## src/rtl/bmac_pkg.sv

```systemverilog
// Shared types and sizing helpers for the BMAC lane-dot-product datapath.
package bmac_pkg;

    typedef enum logic [1:0] {
        IDLE  = 2'd0,
        ACCUM = 2'd1,
        DRAIN = 2'd2,
        HOLD  = 2'd3
    } bmac_state_e;

    localparam int unsigned BMAC_LANES_DEF      = 8;
    localparam int unsigned BMAC_LANE_WIDTH_DEF = 4;
    localparam int unsigned BMAC_ACC_WIDTH_DEF  = 16;

    // Width of the full lane-product sum: one product plus log2(LANES) carry bits.
    function automatic int unsigned bmac_sum_width(input int unsigned lanes,
                                                   input int unsigned lane_width);
        return 2 * lane_width + $clog2(lanes);
    endfunction

endpackage

```

## src/rtl/bmac_lane_tree.sv

```systemverilog
// Lane-wise multiply registered in S1, adder-tree reduction registered in S2.
module bmac_lane_tree
    import bmac_pkg::*;
#(
    parameter int unsigned LANES      = BMAC_LANES_DEF,
    parameter int unsigned LANE_WIDTH = BMAC_LANE_WIDTH_DEF,
    parameter int unsigned SUM_W      = bmac_sum_width(LANES, LANE_WIDTH)
) (
    input  logic                        clk,
    input  logic                        rst_n,
    input  logic                        in_fire,
    input  logic [LANES*LANE_WIDTH-1:0] in_a,
    input  logic [LANES*LANE_WIDTH-1:0] in_b,
    input  logic                        in_last,
    output logic                        s2_valid,
    output logic                        s2_last,
    output logic [SUM_W-1:0]            s2_sum
);

    localparam int unsigned PW = 2 * LANE_WIDTH;

    logic [LANES-1:0][PW-1:0] prod_d, prod_q;
    logic                     s1_valid_q, s1_last_q;
    logic [SUM_W-1:0]         sum_d, sum_q;
    logic                     s2_valid_q, s2_last_q;

    always_comb begin
        prod_d = '0;
        for (int unsigned i = 0; i < LANES; i++) begin
            prod_d[i] = PW'(in_a[i*LANE_WIDTH +: LANE_WIDTH]) *
                        PW'(in_b[i*LANE_WIDTH +: LANE_WIDTH]);
        end
    end

    always_comb begin
        sum_d = '0;
        for (int unsigned i = 0; i < LANES; i++) begin
            sum_d = sum_d + SUM_W'(prod_q[i]);
        end
    end

    // S1 only loads on an accepted beat; an idle input leaves a bubble behind.
    always_ff @(posedge clk or negedge rst_n) begin
        if (!rst_n) begin
            prod_q     <= '0;
            s1_valid_q <= 1'b0;
            s1_last_q  <= 1'b0;
            sum_q      <= '0;
            s2_valid_q <= 1'b0;
            s2_last_q  <= 1'b0;
        end else begin
            s1_valid_q <= in_fire;
            s1_last_q  <= in_fire & in_last;
            if (in_fire) begin
                prod_q <= prod_d;
            end
            s2_valid_q <= s1_valid_q;
            s2_last_q  <= s1_valid_q & s1_last_q;
            if (s1_valid_q) begin
                sum_q <= sum_d;
            end
        end
    end

    assign s2_valid = s2_valid_q;
    assign s2_last  = s2_last_q;
    assign s2_sum   = sum_q;

endmodule

```

## src/rtl/bmac_acc_pipe.sv

```systemverilog
// Pipelined BMAC dot-product accumulator with valid/ready framing.
// Define BMAC_SAT_EN to saturate the accumulator on overflow instead of wrapping.
module bmac_acc_pipe
    import bmac_pkg::*;
#(
    parameter int unsigned LANES      = BMAC_LANES_DEF,
    parameter int unsigned LANE_WIDTH = BMAC_LANE_WIDTH_DEF,
    parameter int unsigned ACC_WIDTH  = BMAC_ACC_WIDTH_DEF
) (
    input  logic                        clk,
    input  logic                        rst_n,
    input  logic                        in_valid,
    output logic                        in_ready,
    input  logic [LANES*LANE_WIDTH-1:0] in_a,
    input  logic [LANES*LANE_WIDTH-1:0] in_b,
    input  logic                        in_last,
    output logic                        out_valid,
    input  logic                        out_ready,
    output logic [ACC_WIDTH-1:0]        out_data,
    output logic                        out_ovf
);

    localparam int unsigned SUM_W = bmac_sum_width(LANES, LANE_WIDTH);

    bmac_state_e          state_d, state_q;
    logic [ACC_WIDTH-1:0] acc_d, acc_q;
    logic                 ovf_d, ovf_q;
    logic                 ready_en_d, ready_en_q;
    logic [ACC_WIDTH:0]   add_ext;
    logic                 in_fire;
    logic                 s2_valid, s2_last;
    logic [SUM_W-1:0]     s2_sum;

    assign in_ready  = ready_en_q && (state_q == IDLE || state_q == ACCUM);
    assign in_fire   = in_valid && in_ready;
    assign out_valid = (state_q == HOLD);
    assign out_data  = acc_q;
    assign out_ovf   = ovf_q;

    bmac_lane_tree #(
        .LANES      (LANES),
        .LANE_WIDTH (LANE_WIDTH),
        .SUM_W      (SUM_W)
    ) u_tree (
        .clk      (clk),
        .rst_n    (rst_n),
        .in_fire  (in_fire),
        .in_a     (in_a),
        .in_b     (in_b),
        .in_last  (in_last),
        .s2_valid (s2_valid),
        .s2_last  (s2_last),
        .s2_sum   (s2_sum)
    );

    always_comb begin
        state_d    = state_q;
        acc_d      = acc_q;
        ovf_d      = ovf_q;
        ready_en_d = 1'b1;
        add_ext    = {1'b0, acc_q} + (ACC_WIDTH + 1)'(s2_sum);

        unique case (state_q)
            IDLE:    if (in_fire) state_d = in_last ? DRAIN : ACCUM;
            ACCUM:   if (in_fire && in_last) state_d = DRAIN;
            DRAIN:   if (s2_valid && s2_last) state_d = HOLD;
            HOLD:    if (out_ready) state_d = IDLE;
            default: state_d = IDLE;
        endcase

        if (s2_valid) begin
            ovf_d = ovf_q | add_ext[ACC_WIDTH];
`ifdef BMAC_SAT_EN
            // Once clamped, the frame stays pinned at full scale.
            acc_d = (ovf_q || add_ext[ACC_WIDTH]) ? '1 : add_ext[ACC_WIDTH-1:0];
`else
            acc_d = add_ext[ACC_WIDTH-1:0];
`endif
        end

        if (state_q == HOLD && out_ready) begin
            acc_d = '0;
            ovf_d = 1'b0;
        end
    end

    always_ff @(posedge clk or negedge rst_n) begin
        if (!rst_n) begin
            state_q    <= IDLE;
            acc_q      <= '0;
            ovf_q      <= 1'b0;
            ready_en_q <= 1'b0;
        end else begin
            state_q    <= state_d;
            acc_q      <= acc_d;
            ovf_q      <= ovf_d;
            ready_en_q <= ready_en_d;
        end
    end

endmodule

```

## config.mk

```make
export PLATFORM = sky130hd
export DESIGN_NAME = bmac_acc_pipe
export DESIGN_NICKNAME = d
export VERILOG_FILES = /design/src/rtl/bmac_pkg.sv /design/src/rtl/bmac_lane_tree.sv /design/src/rtl/bmac_acc_pipe.sv
export SDC_FILE = /design/constraint.sdc
export NUM_CORES = 1
export LEC_CHECK = 0
export ABC_AREA = 1
export ABC_CLOCK_PERIOD_IN_PS = 4900
export CAP_MARGIN = 20
export CORE_UTILIZATION = 45
export CTS_CLUSTER_SIZE = 28
export DETAILED_ROUTE_END_ITERATION = 8
export GPL_TIMING_DRIVEN = 1
export SLEW_MARGIN = 0
export SYNTH_ARGS = -nofsm -noshare
export SYNTH_HDL_FRONTEND = slang
export SYNTH_HIERARCHICAL = 1
export SYNTH_SLANG_ARGS = --single-unit
```

## constraint.sdc

```tcl
create_clock -name clk -period 4.9 [get_ports clk]
set_clock_uncertainty 0.05 [all_clocks]
set_input_delay 0.98 -clock clk [delete_from_list [all_inputs] [get_ports clk]]
set_output_delay 0.98 -clock clk [all_outputs]
set_load 0.005 [all_outputs]
```

== Word level (Yosys, flattened, before mapping) ==
Index checks and enable logic that the tools add are counted.

* Muxes and demuxes: 10
* Add/subtract/negate cells: 8
* Reductions and logical operators: 9
* $mul: 8
* Eq/ne operators: 7
* Bitwise operators: 3

{| class="wikitable"
|+ Operator list
! operator !! number
|-
| 11-bit by 8-bit adder with 11-bit output || 6
|-
| 4-bit by 4-bit multiplier with 8-bit output || 8
|-
| 16-bit two-way mux || 2
|-
| 16-bit by 11-bit adder with 17-bit output || 1
|-
| 2-bit two-way mux || 5
|-
| 8-bit by 8-bit adder with 9-bit output || 1
|-
| 2-bit one-hot mux with 4 select lines || 1
|-
| 1-bit logical AND || 5
|-
| 2-bit equality test, second input constant || 2
|-
| 2-bit by 1-bit != test with 1-bit output, second input constant || 2
|-
| 2-bit != test, second input constant || 2
|-
| 4-bit AND reduction || 1
|-
| 1-bit bitwise AND || 2
|-
| 2-bit by 1-bit equality test with 1-bit output, second input constant || 1
|-
| 2-bit zero test || 1
|-
| 1-bit two-way mux || 2
|-
| 2-bit nonzero test || 1
|-
| 1-bit logical OR || 1
|-
| 1-bit bitwise OR || 1
|}

* Output and inout bits: 19
* Logic and storage cells: 62
* Register bits: 99

== Depth between registers and ports, before layout ==
* Word-level depth: 7
* Gate-level depth with buffers: 21

== Modules after synthesis ==
Netlist, hierarchy kept.

{| class="wikitable"
|+ Modules (own cells, without submodules)
! module !! seq. area each (sq um) !! instances !! cells an instance !! area an instance (sq um)
|-
| bmac_lane_tree || 1976.9 || 1 || 1046 || 8225.4
|-
| bmac_acc_pipe || 500.5 || 1 || 243 || 1612.8
|}

== Worst setup path after synthesis ==
No wires, ideal clock.

* Path kind: register to register
* Start point: reg u_tree/prod_q[18] (netlist name)
* End point: reg u_tree.sum_q[9] (netlist: u_tree/s2_sum[9])
* Library setup time: 117 ps
* Data arrival time: 3464 ps
* Cell stages (with the launch flop): 15
* Setup slack: 1269 ps
* Required time: 4733 ps
* Path buffers: 0
* Clock period less this slack: 3631 ps
* Path through: dfrtp_1 > inv_1 > fa_1 > inv_1 > fa_1 > fa_1 > inv_1 > fa_1 > fa_1 > o21ai_2 > nand2_1 > nand2_1 > nand2_1 > nand3_1 > nand2_1

* Word-level cells in the longest chain between the ends: 6

{| class="wikitable"
|+ RTL lines
! what !! RTL line !! RTL
|-
| start: declaration || bmac_lane_tree.sv:22 || <nowiki>logic [LANES-1:0][PW-1:0] prod_d, prod_q;</nowiki>
|-
| start signal: assignment || bmac_lane_tree.sv:55 || <nowiki>prod_q <= prod_d;</nowiki>
|-
| 11-bit by 8-bit adder with 11-bit output (6 in a row) || bmac_lane_tree.sv:38 || <nowiki>sum_d = sum_d + SUM_W'(prod_q[i]);</nowiki>
|-
| end signal: assignment || bmac_lane_tree.sv:60 || <nowiki>sum_q <= sum_d;</nowiki>
|-
| end: declaration || bmac_lane_tree.sv:24 || <nowiki>logic [SUM_W-1:0] sum_d, sum_q;</nowiki>
|}

Every way passes these cells.
A chain may end at the register's enable or synchronous reset.

== Worst setup path in the final report ==
* Start point: reg u_tree/prod_q[18] (netlist name)
* End point: reg u_tree.sum_q[7] (netlist: u_tree/s2_sum[7])

The elaborated chain is that of the path after synthesis.

==> flow_summary.json <==
{
  "cts_buffers": 9,
  "hpwl_um": 16000,
  "nets": 1650,
  "arrival_ns": 4.04,
  "min_period_ns": 3.844,
  "post_cts_resize_count": 0,
  "grt_max_degree": 75,
  "io_buffer_count": 87,
  "period_share": 0.7845,
  "synth_top_area_frac": 0.2518,
  "slew_headroom": 0.3879,
  "max_freq_mhz": 260.2,
  "coreArea_um2": 21220,
  "synth_seq_area_share": 0.2518,
  "regArea_um2": 2477,
  "finalHoldViolations": 0,
  "synthToLayoutAreaGrowth_pct": 15.30,
  "synthesis.area_um2": 9838,
  "design_area_um2": 11340,
  "die-area_um2": 22460,
  "die_w_um": 149.9,
  "synth.distinct_cells": 37,
  "finalSetupViolations": 0,
  "grt_first_pass_wirelength_um": 34510,
  "critical_path_class": "reg -> reg",
  "yosys-top-cells-area": "dfrtp_1 (25%), ha_1 (17%), nand2_1 (16%)",
  "routedWlPerCell_um": 11.94,
  "synth_top_area_cell": "dfrtp_1",
  "finalMaxSlewViolations": 0,
  "post_cts_buffers": 0,
  "dpl_cell_area_um2": 11010,
  "cap_violations": 0,
  "syn_avg_cell_area_um2": 7.632,
  "fillers": 2097,
  "wl_um": 19740,
  "holdBufCountCts": 0,
  "diodes": 0,
  "vias": 7925,
  "cts_buffer_depth": 2,
  "hold_class": "reg -> reg",
  "synth_seq_cells": 99,
  "overflow": 0,
  "crit_path_end_kind": "flop",
  "htreeDepth": 3,
  "clk_latency_ns": 0.36,
  "start_util": 0.4636,
  "grt_pass1_vias": 7606,
  "dp_cells": 1639,
  "synthCells": 1289,
  "outcome": "complete, no violations",
  "fin_util": 0.5346,
  "vias_per_cell": 4.794,
  "cts.sinks": 99,
  "final_antenna_net_count": 0,
  "fin_cells": 1653,
  "rows": 53,
  "cp_max_fo": 3,
  "multi_input_area_um2": 6319,
  "synth_nets": 1564,
  "io-pin-count": 88,
  "required_ns": 5.09,
  "place_congestion": 0.8571,
  "drive_above_1_share": 0.02758,
  "worst_pin_slew_ns": 0.9182,
  "cts-root-buf": "clkbuf_16",
  "rsz0062_at_grt": "no",
  "critPathLaunchType": "flop",
  "yosys_warnings": 6,
  "cts_tree": "built",
  "finalSetupTns_ns": 0,
  "cts.clk_slew.worst_paths_ns": 0.07,
  "antenna_found_initial": 0,
  "drt_iter0_markers": 308,
  "drc_errors": 0,
  "die_h_um": 149.9,
  "drtPass1Iterations": 5,
  "track_usage": 0.1910
}
-- worst paths after layout --
| path | startpoint | endpoint | slack, ns | depth (start not counted) |
|---|---|---|---|---|
| setup reg to reg | u_tree/prod_q[18] | u_tree/s2_sum[7] | 1.06 | 14 |
| hold / removal | u_tree/s1_last_q | u_tree/s2_last | 0.39 | 2 |
| max in group asynchronous | rst_n | u_tree/prod_q[22] | 3.20 | 2 |
| setup / recovery | u_tree/prod_q[18] | u_tree/s2_sum[7] | 1.06 | 14 |
| min in group asynchronous | rst_n | state_q[0] | 0.70 | 1 |
| hold reg to reg | u_tree/s1_last_q | u_tree/s2_last | 0.39 | 2 |
-- routing by layer --
| layer | GRT usage | vias to the layer above | share of wire |
|---|---|---|---|
| li1 | - | 4170 | - |
| met1 | 0.2603 | 3651 | 0.50 |
| met2 | 0.3169 | 86 | 0.46 |
| met3 | 0.02226 | 18 | 0.021 |
| met4 | 0.05758 | 0 | 0.016 |
| met5 | 0 | - | 0 |
-- synthesized netlist by cell type --
| cell type | count |
|---|---|
| a22o_1 | 2 |
| o21ai_1 | 18 |
| nor2_1 | 30 |
| nor3b_2 | 1 |
| buf_2 | 7 |
| mux2i_1 | 1 |
| nand4_1 | 21 |
| inv_2 | 1 |
| clkbuf_1 | 8 |
| inv_1 | 259 |
| a21oi_1 | 50 |
| nor3_1 | 2 |
| nand3_1 | 75 |
| nor2_2 | 3 |
| nand2_2 | 3 |
| buf_4 | 1 |
| o311ai_0 | 1 |
| a31oi_1 | 2 |
| fa_1 | 72 |
| conb_1 | 1 |
| nand3b_1 | 4 |
| o211ai_1 | 1 |
| xnor2_1 | 15 |
| xor2_1 | 3 |
| ha_1 | 134 |
| o21ai_2 | 1 |
| nor2_4 | 1 |
| a21o_1 | 1 |
| a21oi_2 | 5 |
| o21ai_0 | 28 |
| nand3_2 | 3 |
| nand2_1 | 417 |
| or2_1 | 8 |
| or2_0 | 9 |
| dfrtp_1 | 99 |
| or2_2 | 1 |
| o21a_1 | 1 |
-- per-stage QoR --
stage	worst slack, ns	hold WS [ns]
global placement	0.9581	0.3666
finish	1.056	0.3946
global route	0.8257	0.4440
CTS	1.020	0.3973
floorplan	1.269	0.3189
detailed placement	1.012	0.3863
-- flip-flops by register name (all words and copies together) (netlist names) --
signal / cells
u_tree/s2_sum: 11
u_tree/prod_q: 64
u_tree/s1_valid_q: 1
out_ovf: 1
out_data: 16
u_tree/s2_valid: 1
u_tree/s1_last_q: 1
u_tree/s2_last: 1
ready_en_q: 1
state_q: 2
-- critical path, cell delays in order, from the launching register on --
cell	delay [ns]
dfrtp_1	0.32
inv_1	0.06
fa_1	0.57
inv_1	0.07
fa_1	0.50
fa_1	0.54
inv_1	0.05
fa_1	0.52
fa_1	0.50
o21ai_2	0.22
nand2_1	0.09
nand2_1	0.07
nand2_1	0.04
nand3_1	0.07
nand2_1	0.05
-- cell families after synthesis --
group / synth area share
AOI/OAI and AO/OA: 0.06041
xor gates and xnor gates: 0.01603
adders and majority gates: 0.3169
buffers and inverters: 0.1066
DFF: 0.2518
muxes: 0.001017
other: 0.0003812
and+or+nand+nor: 0.2469
-- layout make-up --
class / instances / area share
inverters: 260 / 0.08604
clock inverters: 5 / 0.009155
multi-input cells: 914 / 0.5570
well taps: 275 / 0.03033
repair buffers: 91 / 0.07920
clock buffers: 9 / 0.01985
flip-flops and latches: 99 / 0.2184
-- cell usage in the layout (no fill, tap or decap), types with 4 or more instances in the layout --
cell type        count
fa_1                72
nand3b_1             4
nand3_1             75
buf_4                5
a21oi_2              5
inv_1              259
clkdlybuf4s50_1     86
nand2_1            417
clkbuf_16            9
nand4_1             21
dfrtp_1             99
or2_0                9
ha_1               134
o21ai_1             18
o21ai_0             28
a21oi_1             50
or2_1                8
xnor2_1             15
nor2_1              30
Power is left out: the tool's default activity adds up to more than one toggle a clock period on the data nets, which glitch-free logic cannot reach.
